File: src/rtl/multiword_adder_sequencer.sv
// ---------------------------------------------------------------------------
// multiword_adder_sequencer
//
// Multi-precision add/subtract controller. One WORD_WIDTH-bit carry-select
// adder is reused across WORDS operand words, least-significant word first.
// The carry between words is held in a register, so an N-bit operation
// (N = WORD_WIDTH*WORDS) takes WORDS cycles but the critical path is a
// single narrow adder.
//
// Ports:
//   clk, rst            : clock (rising edge), synchronous active-high reset
//   in_valid/in_ready   : operand handshake (op_sub, cin, a, b)
//   op_sub              : 0 = a+b+cin, 1 = a-b (cin ignored)
//   out_valid/out_ready : result handshake (result, cout, overflow)
//   cout                : final carry; for subtract 1 means no borrow
//   overflow            : two's-complement signed overflow of the N-bit op
//   busy                : operation in flight or result waiting
// ---------------------------------------------------------------------------

// Carry-select adder: each block precomputes its sum for carry-in 0 and 1,
// and the incoming block carry only drives a mux.
module carry_select_adder #(
    parameter int WIDTH      = 8,
    parameter int BLOCK_SIZE = 4
) (
    input  logic [WIDTH-1:0] a,
    input  logic [WIDTH-1:0] b,
    input  logic             cin,
    output logic [WIDTH-1:0] sum,
    output logic             cout
);
    localparam int NB = (WIDTH + BLOCK_SIZE - 1) / BLOCK_SIZE;

    logic [NB-1:0] blk_c0;   // block carry-out assuming carry-in 0
    logic [NB-1:0] blk_c1;   // block carry-out assuming carry-in 1
    logic [NB-1:0] blk_cin;  // resolved carry into each block

    genvar gi;
    generate
        for (gi = 0; gi < NB; gi++) begin : g_blk
            localparam int LO = gi * BLOCK_SIZE;
            localparam int HI = (LO + BLOCK_SIZE > WIDTH) ? WIDTH : LO + BLOCK_SIZE;
            localparam int BW = HI - LO;
            logic [BW:0] s0;
            logic [BW:0] s1;
            assign s0 = {1'b0, a[HI-1:LO]} + {1'b0, b[HI-1:LO]};
            assign s1 = {1'b0, a[HI-1:LO]} + {1'b0, b[HI-1:LO]} + (BW+1)'(1);
            assign blk_c0[gi] = s0[BW];
            assign blk_c1[gi] = s1[BW];
            assign sum[HI-1:LO] = blk_cin[gi] ? s1[BW-1:0] : s0[BW-1:0];
        end
    endgenerate

    // Resolve the select chain with a local variable so no vector feeds
    // back on itself.
    always_comb begin
        logic c;
        blk_cin = '0;
        c       = cin;
        for (int i = 0; i < NB; i++) begin
            blk_cin[i] = c;
            c          = c ? blk_c1[i] : blk_c0[i];
        end
        cout = c;
    end
endmodule

module multiword_adder_sequencer #(
    parameter int WORD_WIDTH = 8,
    parameter int WORDS      = 4,
    parameter int BLOCK_SIZE = 4
) (
    input  logic                        clk,
    input  logic                        rst,
    input  logic                        in_valid,
    output logic                        in_ready,
    input  logic                        op_sub,
    input  logic                        cin,
    input  logic [WORD_WIDTH*WORDS-1:0] a,
    input  logic [WORD_WIDTH*WORDS-1:0] b,
    output logic                        out_valid,
    input  logic                        out_ready,
    output logic [WORD_WIDTH*WORDS-1:0] result,
    output logic                        cout,
    output logic                        overflow,
    output logic                        busy
);
    localparam int N     = WORD_WIDTH * WORDS;
    localparam int CNT_W = $clog2(WORDS);
    localparam logic [CNT_W-1:0] LAST_WORD = CNT_W'(WORDS - 1);

    typedef enum logic [1:0] {S_IDLE, S_RUN, S_DONE} state_t;

    state_t          state_q, state_d;
    logic [N-1:0]    a_sh_q, a_sh_d;
    logic [N-1:0]    b_sh_q, b_sh_d;     // holds ~B for subtract
    logic [N-1:0]    res_q, res_d;
    logic            carry_q, carry_d;
    logic [CNT_W-1:0] cnt_q, cnt_d;
    logic            cout_q, cout_d;
    logic            ovf_q, ovf_d;

    logic [WORD_WIDTH-1:0] add_sum;
    logic                  add_cout;

    carry_select_adder #(
        .WIDTH      (WORD_WIDTH),
        .BLOCK_SIZE (BLOCK_SIZE)
    ) u_adder (
        .a    (a_sh_q[WORD_WIDTH-1:0]),
        .b    (b_sh_q[WORD_WIDTH-1:0]),
        .cin  (carry_q),
        .sum  (add_sum),
        .cout (add_cout)
    );

    always_comb begin
        state_d = state_q;
        a_sh_d  = a_sh_q;
        b_sh_d  = b_sh_q;
        res_d   = res_q;
        carry_d = carry_q;
        cnt_d   = cnt_q;
        cout_d  = cout_q;
        ovf_d   = ovf_q;
        case (state_q)
            S_IDLE: begin
                if (in_valid) begin
                    a_sh_d  = a;
                    b_sh_d  = op_sub ? ~b : b;
                    // Subtract is A + ~B + 1, so the +1 enters as carry-in.
                    carry_d = op_sub ? 1'b1 : cin;
                    cnt_d   = '0;
                    state_d = S_RUN;
                end
            end
            S_RUN: begin
                // Sums enter at the top; after WORDS shifts word 0 sits lowest.
                res_d   = {add_sum, res_q[N-1:WORD_WIDTH]};
                a_sh_d  = a_sh_q >> WORD_WIDTH;
                b_sh_d  = b_sh_q >> WORD_WIDTH;
                carry_d = add_cout;
                cnt_d   = cnt_q + CNT_W'(1);
                if (cnt_q == LAST_WORD) begin
                    state_d = S_DONE;
                    cout_d  = add_cout;
                    // Same-sign operands producing a different-sign sum.
                    ovf_d   = ~(a_sh_q[WORD_WIDTH-1] ^ b_sh_q[WORD_WIDTH-1])
                              & (a_sh_q[WORD_WIDTH-1] ^ add_sum[WORD_WIDTH-1]);
                end
            end
            S_DONE: begin
                if (out_ready) begin
                    state_d = S_IDLE;
                end
            end
            default: state_d = S_IDLE;
        endcase
    end

    always_ff @(posedge clk) begin
        if (rst) begin
            state_q <= S_IDLE;
            a_sh_q  <= '0;
            b_sh_q  <= '0;
            res_q   <= '0;
            carry_q <= 1'b0;
            cnt_q   <= '0;
            cout_q  <= 1'b0;
            ovf_q   <= 1'b0;
        end else begin
            state_q <= state_d;
            a_sh_q  <= a_sh_d;
            b_sh_q  <= b_sh_d;
            res_q   <= res_d;
            carry_q <= carry_d;
            cnt_q   <= cnt_d;
            cout_q  <= cout_d;
            ovf_q   <= ovf_d;
        end
    end

    // All handshake outputs decode from state only.
    assign in_ready  = (state_q == S_IDLE);
    assign out_valid = (state_q == S_DONE);
    assign busy      = (state_q != S_IDLE);
    assign result    = res_q;
    assign cout      = cout_q;
    assign overflow  = ovf_q;
endmodule

File: config.mk
export PLATFORM = sky130hd
export DESIGN_NAME = multiword_adder_sequencer
export DESIGN_NICKNAME = d
export VERILOG_FILES = /design/src/rtl/multiword_adder_sequencer.sv
export SDC_FILE = /design/constraint.sdc
export NUM_CORES = 1
export LEC_CHECK = 0
export ABC_AREA = 1
export CAP_MARGIN = 10
export CELL_PAD_IN_SITES_DETAIL_PLACEMENT = 2
export CELL_PAD_IN_SITES_GLOBAL_PLACEMENT = 2
export CORE_MARGIN = 4
export CORE_UTILIZATION = 30
export CTS_CLUSTER_DIAMETER = 40
export DETAILED_ROUTE_END_ITERATION = 10
export GPL_TIMING_DRIVEN = 0
export PLACE_DENSITY = 0.88
export SYNTH_ARGS = -nofsm -noshare
export SYNTH_HDL_FRONTEND = slang
export SYNTH_SLANG_ARGS = --single-unit
File: constraint.sdc
create_clock -name clk -period 3.3 [get_ports clk]
set_clock_uncertainty 0.15 [all_clocks]
set_input_delay 0.66 -clock clk [delete_from_list [all_inputs] [get_ports clk]]
set_output_delay 0.66 -clock clk [all_outputs]
set_load 0.05 [all_outputs]
==> results.md <==
- Fill cell count: 1,811
- Met1 usage: 0.255
- TritonRoute pass-1 iters: 4
- WL per Instance: approximately 21 um
- # hold bufs at CTS: 0
- H-tree depth: 3
- Yosys reg bits: 103
- Syn Nets: 727
- Hold_sp: a_sh_q[20]
- Design area: around 6400 um^2
- # setup viols final: 0
- DR iter-0 viols: ~290
- Vias in the first global route: 5,727
- Tcrit/Tclk final: 0.838
- Outcome: finished clean
- I/O pins: approximately 110
- Worst Tran Pin Value: 651 ps
- Setup repair bufs after CTS: 0
- Skew-Pair Late Insertion Delay: 370 ps
- Setup TNS: 0 ps
- Critical path capture point type: register
- Post-Syn Area: a little under 5000 um^2
- Total Routed Length: a little over 20,000 um
- Clk root buf: clkbuf_16
- Num CTS Buffers: 9
- P per Cell Area: 507 nW/um^2
- Crit path cell chain: ha_1, inv_1, fa_1, inv_1, ha_1, nand2_1, nor2_4, nand3_2, nand2_2, nand2_4, xor2_1, o21ai_0, inv_1
- Die Wd: approximately 130 um
- Pin count of the biggest net entering global routing: 17
- Clk buf depth: 2
- Die area: 18,200 um^2
- Syn_area_per_cell: between 7 and 8 um^2
- Peak supply drop: 0.000272 V
- Register area share after synthesis: 0.427
- Met2 Use GR: 0.432
- Most frequent cells in the layout: nand2_1, clkdlybuf4s50_1, dfxtp_1, nor2_1, inv_1
- Site row count: between 40 and 50
- Initial Util: 0.305
- Slowest CP cell: fa_1
- Gr busiest metal: met2
- GRT Overall Usage: 0.230
- Leak pwr: roughly 0.0028 uW
- Routed via count: 4,954
- Synth Instances: around 640
- P&R area growth vs syn: 32.8%
- Final Hold Viols: 0
- RSZ-0062 raised after global routing: false
- Yosys cell types: 35
- CP startpoint: a_sh_q[0]
- CP max stage delay: 460 ps
- Core Area: approximately 16,000 um^2
- Startpoint class of the critical path: register
- Max-cap viol count: 0
- Gpl congestion: about 0.8
- Drc violations: 0
- Slew headroom: 0.566
- Antenna diode count: 0
- Req. time, crit path: around 3400 ps
- Most used cell, CP: inv_1
- Layout cells sized above 1: 0.0746
- Fin crit period: 2770 ps
- Fmax: about 360 MHz
- Min-delay worst type: reg -> reg
- Met3 GRT Util: 0.0455
- TritonCTS clock tree: yes
- Die height: 135 um
- Clock sinks: a little over 100
- Antenna violations before repair: 0
- CTS clk-pin slew, worst paths: 70 ps
- Via density per instance: between 5 and 6
- Worst reg2reg startpoint: a_sh_q[0]
- Max-slew violations: 0
- First-pass GRT wire length: 32,200 um
- Worst EP arrival: around 2900 ps
- Hpwl dp: roughly 15,000 um
- Post_cts resized: 0
- Ys Warns: 0
- Crit path kind: reg -> reg
- Most common cell after layout, fill and taps aside: nand2_1
- Grt ovf: 0
- PortBufs: 104
- ANT nets after route: 0
- Placed cell area: just over 6000 um^2
- Layout Nets: 842
- Crit path max fanout: 7
logic make-up after synthesis:
kind of cell             count (synthesis)  share of synthesized area
adder cells (fa/ha/maj)                 13                     0.0368
flip-flops                             103                      0.427
AO/OA/AOI/OAI                          133                      0.161
AND/OR/NAND/NOR                        259                      0.219
buffers and inverters                   99                     0.0893
XOR/XNOR                                37                     0.0670
per-stage QoR:
stage / utilization / power (uW) / setup slack [ps] / hold slack (ps) / cells
after global placement: 0.388 / 2150 / 861 / 300 / 964
after global routing: 0.406 / 3400 / 358 / 357 / 980
final: 0.406 / 3260 / 534 / 325 / 980
after floorplan: - / 1880 / 1040 / 283 / 644
after CTS: 0.406 / 3270 / 519 / 324 / 980
after detailed placement: 0.388 / 2210 / 663 / 313 / 964
per-layer routing:
layer  vias to the layer above  wire length (um)
li1                       2298                 -
met1                      2506              8120
met2                       112             11100
met3                        38               677
met4                         0               566
met5                         -                 0
state kept, by name, summed over array words and instances, names as in the netlist:
name / count
state_q: 2
overflow: 1
cnt_q: 2
result: 32
carry_q: 1
a_sh_q: 32
b_sh_q: 32
cout: 1
cells in the mapped netlist (all sizes together):
| cell type | count | area share |
|---|---|---|
| fa | 2 | 0.0083 |
| o211ai | 1 | 0.0016 |
| xnor2 | 12 | 0.022 |
| nand2 | 183 | 0.15 |
| o21a | 1 | 0.0016 |
| dfxtp | 103 | 0.43 |
| a21oi | 38 | 0.040 |
| ha | 11 | 0.028 |
| inv | 57 | 0.044 |
| nand3 | 10 | 0.012 |
| o21ai | 45 | 0.047 |
| xor2 | 25 | 0.045 |
| nor2 | 63 | 0.053 |
| a22oi | 28 | 0.043 |
| nand4 | 3 | 0.0070 |
| a221oi | 1 | 0.0018 |
| clkbuf | 16 | 0.014 |
| buf | 25 | 0.030 |
| a31oi | 18 | 0.023 |
| clkinv | 1 | 0.00078 |
| o221ai | 1 | 0.0018 |
report_power, final:
group / internal, uW / switching [uW] / total [uW]
sequential: 1340 / 79.5 / 1420
clock: 534 / 517 / 1050
combinational: 286 / 502 / 788
total: 2160 / 1100 / 3260
layout make-up:
cell class	count	area (um^2)	share of cell area
Multi-Input combinational cell	442	2340	0.364
Clock inverter	5	32.5	0.00507
Timing Repair Buffer	104	1040	0.162
Inverter	58	218	0.0339
Sequential cell	103	2060	0.321
Clock buffer	11	243	0.0378
Tap cell	216	270	0.0421
Buffer	41	214	0.0333
final timing paths:
| kind | endpoint | slack (ps) | cells after the start |
|---|---|---|---|
| hold reg to reg | a_sh_q[20] | 320 | 2 |
| setup reg to reg | result[28] | 530 | 13 |
| hold / removal | a_sh_q[20] | 320 | 2 |
| setup / recovery | result[28] | 530 | 13 |
critical path, delay by kind of cell (launching register included):
family	cells	cell delay, ps
fa+ha+maj	3	880
simple gates	5	610
buf+inv	3	280
flops	1	390
compound gates	1	190
xor+xnor	1	150
Note: power is estimated with default switching activity, not from simulation.
